**src/rtl/id_ex_stage_buf.sv**
```systemverilog
// ID/EX elastic stage: main + skid register pair with valid/ready on both sides,
// synchronous flush that squashes held entries, and a saturating EX-idle counter.
module id_ex_stage_buf #(
  parameter int CTRL_W = 8,
  parameter int WORD   = 32,
  parameter int NDATA  = 3,
  parameter int RWIDTH = 5,
  parameter int NREG   = 3,
  parameter int CNT_W  = 16
) (
  input  logic                    clk_i,
  input  logic                    rst_n_i,
  input  logic                    flush_i,
  input  logic                    in_valid_i,
  output logic                    in_ready_o,
  input  logic [CTRL_W-1:0]       in_ctrl_i,
  input  logic [NDATA*WORD-1:0]   in_data_i,
  input  logic [NREG*RWIDTH-1:0]  in_regs_i,
  output logic                    out_valid_o,
  input  logic                    out_ready_i,
  output logic [CTRL_W-1:0]       out_ctrl_o,
  output logic [NDATA*WORD-1:0]   out_data_o,
  output logic [NREG*RWIDTH-1:0]  out_regs_o,
  output logic [1:0]              occupancy_o,
  output logic [CNT_W-1:0]        bubble_count_o
);

  typedef struct packed {
    logic [CTRL_W-1:0]      ctrl;
    logic [NDATA*WORD-1:0]  data;
    logic [NREG*RWIDTH-1:0] regs;
  } entry_t;

  typedef enum logic [1:0] {EMPTY = 2'd0, ONE = 2'd1, TWO = 2'd2} state_e;

  state_e           state_q, state_d;
  entry_t           main_q, main_d, skid_q, skid_d, in_ent;
  logic [CNT_W-1:0] bubble_q, bubble_d;
  logic             in_fire, out_fire;

  assign in_ent     = {in_ctrl_i, in_data_i, in_regs_i};

  // Handshake outputs decode registered state only.
  assign in_ready_o     = (state_q != TWO);
  assign out_valid_o    = (state_q != EMPTY);
  assign in_fire        = in_valid_i & in_ready_o;
  assign out_fire       = out_valid_o & out_ready_i;
  assign out_ctrl_o     = main_q.ctrl;
  assign out_data_o     = main_q.data;
  assign out_regs_o     = main_q.regs;
  assign occupancy_o    = state_q;
  assign bubble_count_o = bubble_q;

  always_comb begin
    state_d = state_q;
    main_d  = main_q;
    skid_d  = skid_q;
    case (state_q)
      EMPTY: if (in_fire) begin
        main_d  = in_ent;
        state_d = ONE;
      end
      ONE: begin
        if (in_fire && out_fire) begin
          main_d = in_ent;
        end else if (in_fire) begin
          skid_d  = in_ent;
          state_d = TWO;
        end else if (out_fire) begin
          main_d.ctrl = '0;
          state_d     = EMPTY;
        end
      end
      TWO: if (out_fire) begin
        main_d      = skid_q;
        skid_d.ctrl = '0;
        state_d     = ONE;
      end
      default: state_d = EMPTY;
    endcase
    // Flush overrides everything; ctrl is zeroed so squashed entries carry no side effects.
    if (flush_i) begin
      state_d     = EMPTY;
      main_d      = main_q;
      main_d.ctrl = '0;
      skid_d      = skid_q;
      skid_d.ctrl = '0;
    end
  end

  always_comb begin
    bubble_d = bubble_q;
    if (out_ready_i && !out_valid_o && (bubble_q != {CNT_W{1'b1}}))
      bubble_d = bubble_q + 1'b1;
  end

  always_ff @(posedge clk_i or negedge rst_n_i) begin
    if (!rst_n_i) begin
      state_q  <= EMPTY;
      main_q   <= '0;
      skid_q   <= '0;
      bubble_q <= '0;
    end else begin
      state_q  <= state_d;
      main_q   <= main_d;
      skid_q   <= skid_d;
      bubble_q <= bubble_d;
    end
  end

endmodule

```
**config.mk**
```make
export PLATFORM = sky130hd
export DESIGN_NAME = id_ex_stage_buf
export DESIGN_NICKNAME = d
export VERILOG_FILES = /design/src/rtl/id_ex_stage_buf.sv
export SDC_FILE = /design/constraint.sdc
export NUM_CORES = 1
export LEC_CHECK = 0
export CORE_MARGIN = 2
export CORE_UTILIZATION = 50
export DETAILED_ROUTE_END_ITERATION = 8
export GPL_TIMING_DRIVEN = 0
export PLACE_DENSITY = 0.78
export SYNTH_ARGS = -nofsm -noshare
export SYNTH_HDL_FRONTEND = slang
export SYNTH_SLANG_ARGS = --single-unit
```
**constraint.sdc**
```tcl
create_clock -name clk_i -period 2.7 [get_ports clk_i]
set_clock_uncertainty 0.1 [all_clocks]
set_input_delay 0.54 -clock clk_i [delete_from_list [all_inputs] [get_ports clk_i]]
set_output_delay 0.54 -clock clk_i [all_outputs]
set_load 0.05 [all_outputs]
```
### Word level (Yosys, flattened, before mapping)

Index checks and enable logic that the tools add are counted.

| word-level totals | value |
|---|---|
| flip-flop bits (word level) | 256 |
| logic and storage cells | 61 |
| output and inout bits | 139 |

| cells by class | value |
|---|---|
| equality and inequality tests | 14 |
| bitwise gates (word level) | 4 |
| reductions and logical operators | 14 |
| mux-type cells | 20 |
| add/subtract/negate cells | 1 |

Operators with widths:

| operator | number |
|---|---|
| $mux W119 | 6 |
| $pmux W119 S3 | 1 |
| $mux W111 | 2 |
| $mux W8 | 3 |
| $add A16 B1 Y16 const B | 1 |
| $ne A16 B16 Y1 const B | 1 |
| $pmux W8 S2 | 1 |
| $mux W2 | 6 |
| $ne A3 B3 Y1 const B | 4 |
| $ne A4 B4 Y1 const B | 3 |
| $reduce_and A4 Y1 | 3 |
| $reduce_and A5 Y1 | 2 |
| $ne A2 B2 Y1 const B | 4 |
| $pmux W2 S3 | 1 |
| $reduce_bool A3 Y1 | 2 |
| $reduce_bool A4 Y1 | 1 |
| $logic_and A1 B1 Y1 | 3 |
| $and A1 B1 Y1 | 2 |
| $eq A2 B1 Y1 const B | 1 |
| $eq A2 B2 Y1 const B | 1 |
| $logic_not A2 Y1 | 1 |
| $not A1 Y1 | 2 |
| $reduce_bool A2 Y1 | 1 |
| $logic_not A1 Y1 | 1 |

### Longest topological paths before layout

| logic depth | value |
|---|---|
| word-level depth | 7 |
| mapped depth | 10 |

### Worst setup path after synthesis

No wires, ideal clock.

| timing | value |
|---|---|
| kind | register to register |
| start point | reg state_q[0] (netlist: occupancy_o[0]) |
| end point | reg skid_q[116] in the netlist's numbering |
| required time | 2.472 ns |
| period minus slack after synthesis | 2.585 ns |
| path buffers | 1 |
| slack | 0.115 ns |
| cell stages (with the launch flop) | 8 |
| arrival | 2.358 ns |
| library setup time | 0.128 ns |
| path through | dfrtp_1 > inv_1 > ha_1 > inv_1 > xnor2_1 > a311oi_2 > buf_2 > o21ai_0 |

| on the way | value |
|---|---|
| word-level cells in the longest chain between the ends | 5 |
| elaborated cells between the ends (all ways) | 14 |
| classes of those cells | eq/ne: 6; mux: 2; bitwise: 2; reduce/logical: 4 |

RTL lines:

| what | line | source |
|---|---|---|
| start, declared | 36 | `state_e state_q, state_d;` |
| start signal, assigned | 104 | `state_q <= state_d;` |
| $ne A2 B2 Y1 (*) | 44 | `assign in_ready_o = (state_q != TWO);` |
| via in_ready_o | 15 | `output logic in_ready_o,` |
| $and A1 B1 Y1 (*) | 46 | `assign in_fire = in_valid_i & in_ready_o;` |
| $logic_and A1 B1 Y1 | 64 | `if (in_fire && out_fire) begin` |
| $ne A3 B3 Y1 (no line) | n/a |  |
| $reduce_and A4 Y1 (no line) (*) | n/a |  |
| end signal, assigned | 106 | `skid_q <= skid_d;` |
| end, declared | 37 | `entry_t main_q, main_d, skid_q, skid_d, in_ent;` |

Mark *: on every way through the listed nets, which the timed path passes. The rest lies on a longest branch.
A chain may end at the register's enable or synchronous reset.

### Final worst setup path

| timing | value |
|---|---|
| start point | reg state_q[0] (netlist: occupancy_o[0]) |
| end point | out out_valid_o |

| on the way | value |
|---|---|
| word-level cells in the longest chain between the ends | 1 |

RTL lines:

| what | line | source |
|---|---|---|
| $reduce_bool A2 Y1 | 45 | `assign out_valid_o = (state_q != EMPTY);` |
| end, declared | 19 | `output logic out_valid_o,` |

Every way passes these cells.

==> reports/qor.csv <==
metric;value;unit
status;completed;
post-route-period-util;0.952;
vdd_drop_max;0.000775;V
yosys_register_bits;256;
drc;0;
async_reset_ff_frac;1.00;
critPathMaxStageDelay;0.55;ns
criticalPathCategory;reg2out;
grt_pass1_wl;47000;um
die_x;152;um
cts_root_buf;clkbuf_16;
path_common_cell;inv_1;
fin_cells;1537;
dp_worst_setup_slack;-0.363;ns
holdWs;0.381;ns
crit_path_top_delay_cell;dlygate4sd2_1;
synth_cell_types;48;
worst_pin_slew;0.868;ns
final_layout_size_suffix_gt1_frac;0.165;
design.core.area;21600;sq um
grt_max_degree;122;
powerDensity;1270;nW/um^2
wirelength;29500;um
dr_total_vias;8759;
final-setup-viol-count;0;
synth_fp_nets;1067;
finalPower;18.9;mW
worstReg2RegEnd;out_data_o[54]$_DFFE_PN0P_;
clk_pin_slew_worst_paths;0.06;ns
final_cell_area;14900;sq um
worstPathMaxFanout;7;
portBuffers;262;
p_leak;6.15;nW
place_inst;1481;
ant_nets;0;
gp_congestion;0.852;
wl_per_cell;19.2;um
io_pins;263;
dieHeight;152;um
fin_crit;2.57;ns
synth_edf_count;0;
nNetsFinal;1362;
nFillCells;1609;
slew_violations;0;
tns;0;ns
crit_path_start_kind;flop;
num_rows;54;
grt_overflow_total;0;
syn_to_final_growth;36.0;%
critPathCaptureType;primary output;
crit_start;occupancy_o[0]$_DFFE_PN0P_;
ys_warn_count;0;
antenna_found_initial;5;
clk_latency;0.53;ns
dr.first_iter.drc_count;507;
start_util;0.506;
clockBufferDepth;3;
fin_ws;0.131;ns
viasPerCell;5.70;
synth_ff_type;dfrtp_1;
r2r_cells;10;
grt_pass1_vias;8755;
cp_cell_sequence;inv_1 > ha_2 > inv_1 > dlygate4sd2_1;
numClockSinks;256;
postLayoutCoreUtil;0.688;
dieArea;23100;sq um
multi_input_area;4140;sq um
rsz0062_at_grt;yes;
drv_cap;0;
regToRegSetupSlack;0.20;ns
dpl.hpwl;20100;um
htree_levels;1;
syn_inst;937;
hold_path.class;in2async;
grt_use_total;0.249;
cts_buffers;28;
fmax;0.389;GHz
dpl-instance-area;14000;sq um
synth_area_per_cell;11.7;sq um
tritoncts;done;
relSlewSlack;0.417;
crit_arrival;1.93;ns
netlist_area;10900;sq um
r2r-start;occupancy_o[0]$_DFFE_PN0P_;
regArea;6410;sq um
cp.required;2.06;ns
hold_viol;0;
ys_seq_area_frac;0.586;
firstDrtPassIters;7;
what timing repair did:
action / CTS / global route
buffers inserted: 0 / 0
hold buffers: 1 / 0
hold endpoints to repair: 39 / 0
resized for setup: 7 / 31
setup endpoints to repair: 92 / 172
cell usage in the layout (no fill, tap or decap), types with 15 or more instances in the layout:
cell type and count:
clkdlybuf4s50_1 259, a22oi_1 111, nor2_1 19, nand2_1 26, clkbuf_16 29, dfrtp_1 256
o21ai_0 225, nor3_1 15, clkbuf_2 16, clkbuf_1 49, mux2_2 112
power by group:
group	switching (mW)	internal (mW)	total (mW)
Clock	1.47	2.10	3.57
Sequential	0.914	5.54	6.45
Combinational	5.63	3.23	8.86
Total	8.01	10.9	18.9
logic make-up after synthesis:
family / after synthesis / synth area share
muxes: 114 / 0.118
AOI/OAI and AO/OA: 372 / 0.202
and+or+nand+nor: 94 / 0.0445
DFF: 256 / 0.586
xor gates and xnor gates: 9 / 0.00721
buffers and inverters: 86 / 0.0356
adders and majority gates: 6 / 0.00687
Yosys cell counts (2+ instances only):
master,number,area share
nand3_1,5,0.0023
and3_1,3,0.0017
or2_1,3,0.0017
nand2_1,26,0.0089
dfrtp_1,256,0.59
buf_2,17,0.0078
buf_4,10,0.0069
a22oi_1,111,0.076
nor2_1,19,0.0065
nand4_1,3,0.0017
ha_1,6,0.0069
o21ai_1,9,0.0041
nor2b_1,5,0.0029
a221oi_1,8,0.0064
o21ai_0,225,0.10
nor3_1,15,0.0069
and2_1,2,0.0011
xnor2_1,2,0.0016
nand2b_1,3,0.0017
inv_1,7,0.0024
xor2_1,7,0.0056
a21oi_1,8,0.0037
mux2_2,112,0.12
clkbuf_1,51,0.018
worst max-delay path by stage:
| stage | to | slack [ns] | cells past startpoint |
|---|---|---|---|
| global placement | skid_q[66]$_DFFE_PN0P_ | -9.92 | 1 |
| global route | out_data_o[47]$_DFFE_PN0P_ | -0.007 | 10 |
| floorplan | skid_q[116]$_DFFE_PN0P_ | 0.11 | 7 |
| finish | out_valid_o | 0.13 | 4 |
| detailed placement | out_data_o[9]$_DFFE_PN0P_ | -0.36 | 6 |
| CTS | in_ready_o | 0.004 | 4 |
area by class of cell:
class	count	share of cell area
Buffer	79	0.0263
Timing Repair Buffer	265	0.181
Sequential cell	256	0.431
Tap cell	280	0.0236
Clock buffer	47	0.0567
Multi-Input combinational cell	595	0.278
Inverter	7	0.00177
Antenna cell	5	0.000841
Clock inverter	3	0.00101
flip-flops by register name, indices dropped and copies added, names as in the netlist:
register        count
skid_q            119
out_data_o         96
occupancy_o         2
out_ctrl_o          8
out_regs_o         15
bubble_count_o     16
per-layer routing:
layer / global-route usage / wire, um / vias up
met1: 0.334 / 12500 / 4379
li1: - / - / 4058
met5: 0 / 0 / -
met2: 0.410 / 14300 / 265
met4: 0.0806 / 814 / 0
met3: 0.0539 / 1830 / 57
critical path, delay by kind of cell (launching register included):
kind,cells,cell delay [ns]
buffers and inverters,3,0.72
adder cells (fa/ha/maj),1,0.24
flip-flops,1,0.43
(Power assumes the default switching activity.)
